File: src/rtl/matrix_uart_printer_if.sv
// Byte-stream and matrix-store read bus for matrix_uart_printer.
//   master (printer side): drives rd_en/rd_addr and tx_byte/tx_valid,
//                          receives rd_data and tx_ready.
//   slave  (store + uart_tx side): the mirror image.
// rd_data is valid exactly one cycle after rd_en. A byte transfers on
// tx_valid && tx_ready.
interface matrix_uart_printer_if #(
   parameter int ADDR_W = 9,
   parameter int DATA_W = 32
);
   logic              rd_en;
   logic [ADDR_W-1:0] rd_addr;
   logic [DATA_W-1:0] rd_data;
   logic [7:0]        tx_byte;
   logic              tx_valid;
   logic              tx_ready;

   modport master (output rd_en, rd_addr, tx_byte, tx_valid,
                   input  rd_data, tx_ready);
   modport slave  (input  rd_en, rd_addr, tx_byte, tx_valid,
                   output rd_data, tx_ready);
endinterface

File: src/rtl/matrix_uart_printer.sv
// Reads an m x n row-major matrix from the matrix store and streams it as
// ASCII decimal text: elements separated by single spaces, each row ended
// by CR LF. Element values above 16 bits print as 65535.
// Ports:
//   clk, rst_n          clock, asynchronous active-low reset
//   en                  block enable; low aborts to IDLE
//   start               one-cycle request, sampled only in IDLE
//   dim_m, dim_n        row / column count, legal 1..MAX_DIM
//   base_addr           address of element (0,0)
//   busy, done, err     status: busy span, completion pulse, reject pulse
//   bus (master)        matrix-store read port and tx byte stream
module matrix_uart_printer #(
   parameter int ADDR_W  = 9,
   parameter int DATA_W  = 32,
   parameter int MAX_DIM = 5
) (
   input  logic                  clk,
   input  logic                  rst_n,
   input  logic                  en,
   input  logic                  start,
   input  logic [2:0]            dim_m,
   input  logic [2:0]            dim_n,
   input  logic [ADDR_W-1:0]     base_addr,
   output logic                  busy,
   output logic                  done,
   output logic                  err,
   matrix_uart_printer_if.master bus
);

   typedef enum logic [2:0] {
      IDLE, FETCH, WAIT_RD, CONV, SEND_SEP, SEND_CR, SEND_LF, DONE
   } state_e;

   localparam logic [2:0] MAX_D = 3'(MAX_DIM);

   state_e            state_q;
   logic [2:0]        m_q, n_q, row_q, col_q;
   logic [ADDR_W-1:0] base_q, rd_addr_q;
   logic              rd_en_q, tx_valid_q, busy_q, done_q, err_q;
   logic [7:0]        tx_byte_q;
   logic [15:0]       val_q;     // remainder still to be converted
   logic [2:0]        pl_q;      // place index: 0 -> 10000 ... 4 -> 1
   logic [3:0]        dig_q;     // digit count for the current place
   logic              lead_q;    // a digit of this element was already sent

   logic              xfer, dims_ok;
   logic [15:0]       place, sat;
   logic [ADDR_W-1:0] addr_next_col, addr_next_row;

   assign xfer    = tx_valid_q & bus.tx_ready;
   assign dims_ok = (dim_m != 3'd0) && (dim_m <= MAX_D) &&
                    (dim_n != 3'd0) && (dim_n <= MAX_D);
   assign sat     = (bus.rd_data[DATA_W-1:16] == '0) ? bus.rd_data[15:0] : 16'hFFFF;

   // Addresses of the element after the current one, within and across rows.
   assign addr_next_col = base_q + ADDR_W'(row_q) * ADDR_W'(n_q)
                          + ADDR_W'(col_q) + ADDR_W'(1);
   assign addr_next_row = base_q + (ADDR_W'(row_q) + ADDR_W'(1)) * ADDR_W'(n_q);

   always_comb begin
      place = 16'd1;
      case (pl_q)
         3'd0:    place = 16'd10000;
         3'd1:    place = 16'd1000;
         3'd2:    place = 16'd100;
         3'd3:    place = 16'd10;
         default: place = 16'd1;
      endcase
   end

   always_ff @(posedge clk or negedge rst_n) begin
      if (!rst_n) begin
         state_q    <= IDLE;
         m_q        <= '0;
         n_q        <= '0;
         row_q      <= '0;
         col_q      <= '0;
         base_q     <= '0;
         rd_addr_q  <= '0;
         rd_en_q    <= 1'b0;
         tx_valid_q <= 1'b0;
         tx_byte_q  <= '0;
         busy_q     <= 1'b0;
         done_q     <= 1'b0;
         err_q      <= 1'b0;
         val_q      <= '0;
         pl_q       <= '0;
         dig_q      <= '0;
         lead_q     <= 1'b0;
      end else if (!en) begin
         // Abort: a byte on the wire this cycle still transfers downstream.
         state_q    <= IDLE;
         rd_en_q    <= 1'b0;
         tx_valid_q <= 1'b0;
         busy_q     <= 1'b0;
         done_q     <= 1'b0;
         err_q      <= 1'b0;
      end else begin
         rd_en_q <= 1'b0;
         done_q  <= 1'b0;
         err_q   <= 1'b0;
         case (state_q)
            IDLE: begin
               if (start) begin
                  if (dims_ok) begin
                     m_q       <= dim_m;
                     n_q       <= dim_n;
                     base_q    <= base_addr;
                     row_q     <= '0;
                     col_q     <= '0;
                     busy_q    <= 1'b1;
                     rd_en_q   <= 1'b1;
                     rd_addr_q <= base_addr;
                     state_q   <= FETCH;
                  end else begin
                     err_q <= 1'b1;
                  end
               end
            end
            FETCH: state_q <= WAIT_RD;
            WAIT_RD: begin
               val_q   <= sat;
               pl_q    <= '0;
               dig_q   <= '0;
               lead_q  <= 1'b0;
               state_q <= CONV;
            end
            CONV: begin
               if (tx_valid_q) begin
                  if (bus.tx_ready) begin
                     if (pl_q == 3'd4) begin
                        // Units digit gone: present the separator right away.
                        if (col_q < n_q - 3'd1) begin
                           tx_byte_q <= 8'h20;
                           state_q   <= SEND_SEP;
                        end else begin
                           tx_byte_q <= 8'h0D;
                           state_q   <= SEND_CR;
                        end
                     end else begin
                        tx_valid_q <= 1'b0;
                        pl_q       <= pl_q + 3'd1;
                        dig_q      <= '0;
                     end
                  end
               end else if (val_q >= place) begin
                  val_q <= val_q - place;
                  dig_q <= dig_q + 4'd1;
               end else if (dig_q != 4'd0 || lead_q || pl_q == 3'd4) begin
                  tx_byte_q  <= 8'h30 + {4'd0, dig_q};
                  tx_valid_q <= 1'b1;
                  lead_q     <= 1'b1;
               end else begin
                  pl_q <= pl_q + 3'd1;   // leading zero suppressed
               end
            end
            SEND_SEP: begin
               if (xfer) begin
                  tx_valid_q <= 1'b0;
                  col_q      <= col_q + 3'd1;
                  rd_en_q    <= 1'b1;
                  rd_addr_q  <= addr_next_col;
                  state_q    <= FETCH;
               end
            end
            SEND_CR: begin
               if (xfer) begin
                  tx_byte_q <= 8'h0A;
                  state_q   <= SEND_LF;
               end
            end
            SEND_LF: begin
               if (xfer) begin
                  tx_valid_q <= 1'b0;
                  if (row_q < m_q - 3'd1) begin
                     row_q     <= row_q + 3'd1;
                     col_q     <= '0;
                     rd_en_q   <= 1'b1;
                     rd_addr_q <= addr_next_row;
                     state_q   <= FETCH;
                  end else begin
                     done_q  <= 1'b1;
                     state_q <= DONE;
                  end
               end
            end
            DONE: begin
               busy_q  <= 1'b0;
               state_q <= IDLE;
            end
            default: state_q <= IDLE;
         endcase
      end
   end

   assign bus.rd_en    = rd_en_q;
   assign bus.rd_addr  = rd_addr_q;
   assign bus.tx_byte  = tx_byte_q;
   assign bus.tx_valid = tx_valid_q;
   assign busy         = busy_q;
   assign done         = done_q;
   assign err          = err_q;

endmodule
File: src/flat_wrapper.sv
// flat-port wrapper written by rule: the top's interface ports become plain ports
module matrix_uart_printer_flat 
#(
   parameter int ADDR_W  = 9,
   parameter int DATA_W  = 32,
   parameter int MAX_DIM = 5
)
  (clk, rst_n, en, start, dim_m, dim_n, base_addr, busy, done, err, bus_rd_en, bus_rd_addr, bus_tx_byte, bus_tx_valid, bus_rd_data, bus_tx_ready);
  matrix_uart_printer_if #(.ADDR_W(ADDR_W), .DATA_W(DATA_W)) bus_i ();
  input  logic clk;
  input  logic rst_n;
  input  logic en;
  input  logic start;
  input  logic [2:0] dim_m;
  input  logic [2:0] dim_n;
  input  logic [ADDR_W-1:0] base_addr;
  output logic busy;
  output logic done;
  output logic err;
  output wire logic [$bits(bus_i.rd_en)-1:0] bus_rd_en;
  output wire logic [$bits(bus_i.rd_addr)-1:0] bus_rd_addr;
  output wire logic [$bits(bus_i.tx_byte)-1:0] bus_tx_byte;
  output wire logic [$bits(bus_i.tx_valid)-1:0] bus_tx_valid;
  input wire logic [$bits(bus_i.rd_data)-1:0] bus_rd_data;
  input wire logic [$bits(bus_i.tx_ready)-1:0] bus_tx_ready;
  assign bus_rd_en = bus_i.rd_en;
  assign bus_rd_addr = bus_i.rd_addr;
  assign bus_tx_byte = bus_i.tx_byte;
  assign bus_tx_valid = bus_i.tx_valid;
  assign bus_i.rd_data = bus_rd_data;
  assign bus_i.tx_ready = bus_tx_ready;
  matrix_uart_printer #(.ADDR_W(ADDR_W), .DATA_W(DATA_W), .MAX_DIM(MAX_DIM)) u_core (.clk(clk), .rst_n(rst_n), .en(en), .start(start), .dim_m(dim_m), .dim_n(dim_n), .base_addr(base_addr), .busy(busy), .done(done), .err(err), .bus(bus_i));
endmodule
File: config.mk
export PLATFORM = sky130hd
export DESIGN_NAME = matrix_uart_printer_flat
export DESIGN_NICKNAME = d
export VERILOG_FILES = /design/src/rtl/matrix_uart_printer_if.sv /design/src/rtl/matrix_uart_printer.sv /design/src/flat_wrapper.sv
export SDC_FILE = /design/constraint.sdc
export NUM_CORES = 1
export LEC_CHECK = 0
export CAP_MARGIN = 20
export CORE_MARGIN = 10
export CORE_UTILIZATION = 51
export DETAILED_ROUTE_END_ITERATION = 7
export GPL_ROUTABILITY_DRIVEN = 0
export PLACE_DENSITY_LB_ADDON = 0.15
export SYNTH_ARGS = -nofsm -noshare
export SYNTH_HDL_FRONTEND = slang
export SYNTH_SLANG_ARGS = --single-unit
File: constraint.sdc
create_clock -name clk -period 4.3 [get_ports clk]
set_input_delay 0.86 -clock clk [delete_from_list [all_inputs] [get_ports clk]]
set_output_delay 0.86 -clock clk [all_outputs]
set_load 0.01 [all_outputs]
==> out/results.tsv <==
stage	metric	value	unit
timing	fin. max-slew vios	0	
critical_path	Critical Path RT	4.54	ns
clocking	CTS HTree Levels	3	
route	remaining antenna violation count	0	
finish	fraction of layout cells with a size suffix above 1	0.06747	
timing	worst clock skew	0.007464	ns
placed_design	dpl cell area	0.006112	sq mm
clocking	CTS Sinks	68	
finish	final core occ	0.6227	
critical_path	CP Launch Type	register	
global_routing	initial antenna violation count	0	
timing	worst relative slew slack	0.3991	
finish	Area Growth Syn to Fin	19.90	%
power	Tot Pwr	3597	uW
global_routing	vias in the first global route	4479	
timing	Slew @ Worst Pin	0.8931	ns
route	DR vias	4482	
die	Die Height	122.1	um
clocking	Max Buffers Root-to-Sink	2	
die	Initial Util	0.5194	
synthesis	area leader, netlist	dfrtp_1	
critical_path	Crit Path Class	register to register	
global_routing	Total GRT Usage	0.1838	
synthesis	Gate Count Post-Synth	601	
critical_path	FF-to-FF Start	u_core.n_q[2]	
route	drt drc	0	
clocking	CTS tree	built	
route	DR iter-0 viols	232	
timing	final-report hold violation count	0	
timing	setup TNS after final layout	0	ns
timing	RSZ-0062 raised after global routing	false	
global_routing	global-route wire length before repair	22470	um
synthesis	sequential area share after synthesis	0.3202	
synthesis	Post-synth top flop	dfrtp_1	
finish	Final Cell Area	0.006371	sq mm
route	DRT Pass-1 Iters	5	
clocking	later-pin clock latency in the skew report	0.36	ns
clocking	number of buffers created by CTS	9	
synthesis	Mapped Avg Cell Area	8.842	sq um
synthesis	ys async rst share	1.000	
timing	fin crit share	0.9407	
power	leakage power	0.002895	uW
flow_run	Max Cap Viol	0	
critical_path	r2r endpoint	u_core.bus.rd_addr[8]	
die	Chip Width	122.1	um
critical_path	Worst Reg-to-Reg Cells	15	
critical_path	CP Capture Type	register	
synthesis	number of synthesis warnings	0	
power	Pwr Density	564.6	mW/mm^2
global_routing	GRT overflow	0	
outcome	status	finished clean	
synthesis	Seq cells post-synth	68	
synthesis	ranking of synthesized cells by area	dfrtp_1, ha_1, fa_1, o21ai_0, nand2_1	
finish	Finished Layout Cells	803	
synthesis	Post-synth top cells	dfrtp_1, nand2_1, o21ai_0	
critical_path	CP Launch Point	u_core.n_q[2]	
critical_path	CP max FO	9	
finish	antenna fix cells	0	
clocking	clock root cell	clkbuf_8	
route	routed len/inst	16.59	um
finish	Post-layout nets	780	
die	die footprint	0.01490	sq mm
clocking	Worst-path clk slew	0.08	ns
placed_design	dpl hpwl	10130	um
clocking	hold_buf cts	0	
timing	fmax	247.2	MHz
critical_path	setup slack, reg-to-reg	0.25	ns
placed_design	Cells after DPL	787	
worst_hold_path	Hold WC Path Type	register to register	
synthesis	Synth top area share	0.3202	
timing	# setup viols final	0	
die	Core ar.	0.01023	sq mm
synthesis	most frequent cell after synthesis	dfrtp_1	
route	Via-to-Cell Ratio	5.582	
route	final WL	13320	um
die	FP Rows	37	
timing	minimum clock period	4.045	ns
synthesis	mapped cell area	0.005314	sq mm
critical_path	crit path DAT	4.28	ns
synthesis	post-synth cell types	67	
placed_design	Port Buffers	71	
synthesis	EDFF count, synth	0	
power	VDD IR-drop max	0.4141	mV
die	I/O pin count	74	
critical_path	crit path to	u_core.bus.rd_addr[8]	
global_routing	largest net degree at the start of global routing	28	
## critical path: stages, from the launching register on
cell and delay [ns]:
dfrtp_1 0.50, nand2_1 0.12, fa_1 0.54, inv_1 0.05, fa_1 0.50, inv_1 0.05, fa_1 0.50, inv_1 0.07
ha_1 0.30, a21o_1 0.16, a21o_1 0.20, a211o_1 0.33, o211a_1 0.22, xor2_1 0.14, a21oi_1 0.16, a21oi_1 0.08
## cells in the final DEF (no fill, tap or decap), types with 4 or more instances in the layout
master and instances:
clkdlybuf4s50_1 70, dfrtp_1 67, nand2_1 62, o21ai_0 52, ha_1 50, nor2_1 46
inv_1 43, a21oi_1 40, xnor2_1 16, fa_1 16, and2_1 15, nand3_1 15
o22ai_1 13, a21o_1 11, clkbuf_8 11, mux2_2 9, xor2_1 8, nand2b_1 7
nor3_1 7, a31oi_1 7, mux2i_1 7, nor4_1 6, a211oi_1 6, o22a_1 6
o211ai_1 5, buf_4 5, o21a_1 4, o31ai_1 4
## through the flow
stage | setup slack, ns | hold WS [ns]
after global placement | 0.3323 | 0.4635
after floorplan | 0.3779 | 0.4498
after CTS | 0.2293 | 0.4881
final | 0.2548 | 0.4860
after detailed placement | 0.2360 | 0.4708
after global routing | 0.002516 | 0.5110
## area by class of cell
cell class                      instances  area, sq um
Multi-Input combinational cell        462         3336
Fill cell                             871         3860
Clock buffer                           12        155.1
Inverter                               45        168.9
Timing Repair Buffer                   76        743.2
Tap cell                              136        170.2
Sequential cell                        68         1703
Clock inverter                          4        95.09
## cells by family after synthesis
kind of cell,after synthesis,share of synthesized area
and+or+nand+nor,182,0.1669
AOI/OAI and AO/OA,170,0.2037
buffers and inverters,72,0.05415
DFF,68,0.3202
adders and majority gates,66,0.1780
xor gates and xnor gates,25,0.04121
muxes,17,0.03508
other,1,0.0007057
## how the worst min path moves through the flow
| stage | from | to | slack (ns) | cells after the start |
|---|---|---|---|---|
| final | u_core.val_q[0] | u_core.val_q[0] | 0.49 | 2 |
| after global routing | u_core.bus.rd_addr[2] | u_core.bus.rd_addr[2] | 0.51 | 2 |
| after CTS | u_core.val_q[0] | u_core.val_q[0] | 0.49 | 2 |
| after detailed placement | u_core.val_q[0] | u_core.val_q[0] | 0.47 | 2 |
| after global placement | u_core.bus.rd_addr[2] | u_core.bus.rd_addr[2] | 0.46 | 2 |
| after floorplan | u_core.val_q[0] | u_core.val_q[0] | 0.45 | 2 |
## where the power goes
part | total [uW] | switching (uW) | leakage, uW | internal [uW]
clock | 677 | 261 | 0.000127 | 417
sequential | 1060 | 215 | 0.000835 | 848
combinational | 1860 | 985 | 0.00193 | 873
## state kept, by name (all words and copies together) (netlist names), 3 cells and up
name,count
u_core.val_q,16
u_core.m_q,3
u_core.dig_q,4
u_core.bus.tx_byte,6
u_core.col_q,3
u_core.bus.rd_addr,9
u_core.n_q,3
u_core.row_q,3
u_core.state_q,3
u_core.base_q,9
u_core.pl_q,3
## timing repair
action / in CTS / in global routing
setup endpoints to repair: 0 / 2
setup buffers: 0 / 0
resized for setup: 0 / 2
## routing by layer
metal | wire [um] | up-vias | GRT usage
li1 | - | 2237 | -
met1 | 6391 | 2126 | 0.2520
met2 | 6052 | 105 | 0.2847
met3 | 692 | 14 | 0.03423
met4 | 184 | 0 | 0.06406
met5 | 0 | - | 0
Power figures use the tool's default switching activity.
==> variant, RTL diff (same flow settings) <==
`DATA_W` is set to 32 in 3 places; all go to 24.
--- a/src/rtl/matrix_uart_printer_if.sv
+++ b/src/rtl/matrix_uart_printer_if.sv
@@ -7,5 +7,5 @@
 interface matrix_uart_printer_if #(
    parameter int ADDR_W = 9,
-   parameter int DATA_W = 32
+   parameter int DATA_W = 24
 );
    logic              rd_en;
--- a/src/rtl/matrix_uart_printer.sv
+++ b/src/rtl/matrix_uart_printer.sv
@@ -12,5 +12,5 @@
 module matrix_uart_printer #(
    parameter int ADDR_W  = 9,
-   parameter int DATA_W  = 32,
+   parameter int DATA_W  = 24,
    parameter int MAX_DIM = 5
 ) (
--- a/src/flat_wrapper.sv
+++ b/src/flat_wrapper.sv
@@ -3,5 +3,5 @@
 #(
    parameter int ADDR_W  = 9,
-   parameter int DATA_W  = 32,
+   parameter int DATA_W  = 24,
    parameter int MAX_DIM = 5
 )
Interface: changed (resized bus_rd_data); port bits go from 74 to 66. The function was not compared with the original's and may differ.
==> variant against the unedited design <==
Setup slack better by 45 ps. Global-route usage up 0.26 points. Routed wire length up 9.1%. Clock skew up 3.0 ps. Combinational power up 4%. Total power down 3.1%. Final area up 3.1%. Synthesized area up 6.9%. Non-clock buffer count down 8. Critical path depth down 1. Sequential cell count unchanged. Clock power down 26%. Largest cell class unchanged. Largest power group unchanged. Highest routed layer unchanged.
==> variant: results (changes against the unedited design) <==
- Status: complete, no violations
- Xor/xnor share of the synthesized area: 0.0247 (-0.0165)
- Leak: 2.90 nW (+0.33%)
- Top post-synthesis cells by count: 68 x dfrtp_1, 51 x inv_1, 50 x ha_1
- Worst r2r dst: u_core.bus.rd_addr[6]
- NumNets Final: 796 (+2.1%)
- Largest net degree at the start of global routing: 43 (+54%)
- Via density per instance: 5.90 (+5.7%)
- Min Hold Slack: 485 ps (-1.38 ps)
- Final non-filler cell total: 829 (+3.2%)
- CP arrival: 4260 ps (-20 ps)
- Dpl hpwl: 11000 um (+8.9%)
- Hold path startpoint: u_core.bus.rd_addr[1]
- Final setup skew: 10.4 ps (+2.98 ps)
- Sequential area share after synthesis: 0.299 (-0.0208)
- Worst Path Max Fanout: 11 (+2)
- R2R depth: 14 (-1)
- First-pass DRT Iterations: 4 (-1)
- Hold EP: u_core.bus.rd_addr[1]
- Wire per inst: 17.5 um (+5.7%)
- PortBufs: 63 (-11%)
- R2r setup slk: 300 ps (+50 ps)
- Placed insts: 815 (+3.6%)
- Relative slew slack: 0.497 (+0.0980)
- Compound-Gate Fraction of Synth Area: 0.203 (-0.000459)
- Dpl cell area: 6400 um2 (+4.6%)
- Initial drt markers: 443 (+91%)
- Mux contribution to synthesized area: 0.0702 (+0.0351)
- Finished Core Util: 0.604 (-0.0192)
- Netlist cell types: 76 (+13%)
-- variant: cell count changes after synthesis, moves of 4 or more --
cell | unedited run | this run
clkbuf_1 | 20 | 13
nand2_1 | 62 | 48
xnor2_1 | 16 | 10
o22ai_1 | 13 | 4
nor3_1 | 7 | 12
o21ai_0 | 52 | 38
a211oi_1 | 6 | 15
or3_1 | 2 | 9
nand2b_1 | 7 | 11
inv_1 | 43 | 51
mux2i_1 | 7 | 11
buf_2 | 2 | 7
mux2_2 | 9 | 21
o22a_1 | 6 | 0
-- variant: worst max-delay path by stage --
| stage | start | endpoint | slack, ps | cells past startpoint |
|---|---|---|---|---|
| 3_3_place_gp | u_core.row_q[0] | u_core.bus.rd_addr[6] | 390 | 14 |
| 3_5_place_dp | u_core.row_q[0] | u_core.bus.rd_addr[6] | 360 | 14 |
| 6_report | u_core.row_q[0] | u_core.bus.rd_addr[6] | 300 | 14 |
| 4_1_cts | u_core.row_q[0] | u_core.bus.rd_addr[6] | 320 | 14 |
| 2_1_floorplan | u_core.row_q[0] | u_core.bus.rd_addr[6] | 470 | 15 |
| 5_1_grt | u_core.row_q[0] | u_core.bus.rd_addr[6] | 50 | 14 |
-- variant: power breakdown --
part,leakage (nW),internal [mW],switching [mW]
clock network,0.0941,0.248,0.252
registers,0.812,0.844,0.210
logic,2.00,0.877,1.05
-- variant: routing by layer --
metal,part of all wire,track usage,vias up
met2,0.49,0.310,137
met4,0.014,0.0617,0
met1,0.45,0.235,2362
li1,-,-,2377
met5,0,0,-
met3,0.043,0.0393,17
-- variant: kinds of logic after synthesis --
logic type / after synthesis
AND/OR/NAND/NOR: 193
AO/OA/AOI/OAI: 174
buffers and inverters: 78
flip-flops: 68
adder cells (fa/ha/maj): 66
multiplexers: 36
XOR/XNOR: 16
other: 1
-- variant: worst max-delay path, cell delays in order (launching register included) --
cell,delay [ps]
dfrtp_1,530
nand2_1,130
fa_1,550
inv_1,50
fa_1,490
inv_1,50
fa_1,490
inv_1,70
ha_1,310
a211oi_1,300
o21bai_1,150
a211oi_1,240
o21ai_0,100
a22o_1,210
a31o_2,220
-- variant: final cells by class --
cell class,count,area (um2)
Fill cell,962,4320
Multi-Input combinational cell,487,3660
Sequential cell,68,1700
Timing Repair Buffer,68,663
Inverter,52,195
Tap cell,140,175
Clock buffer,12,165
Clock inverter,2,10.0
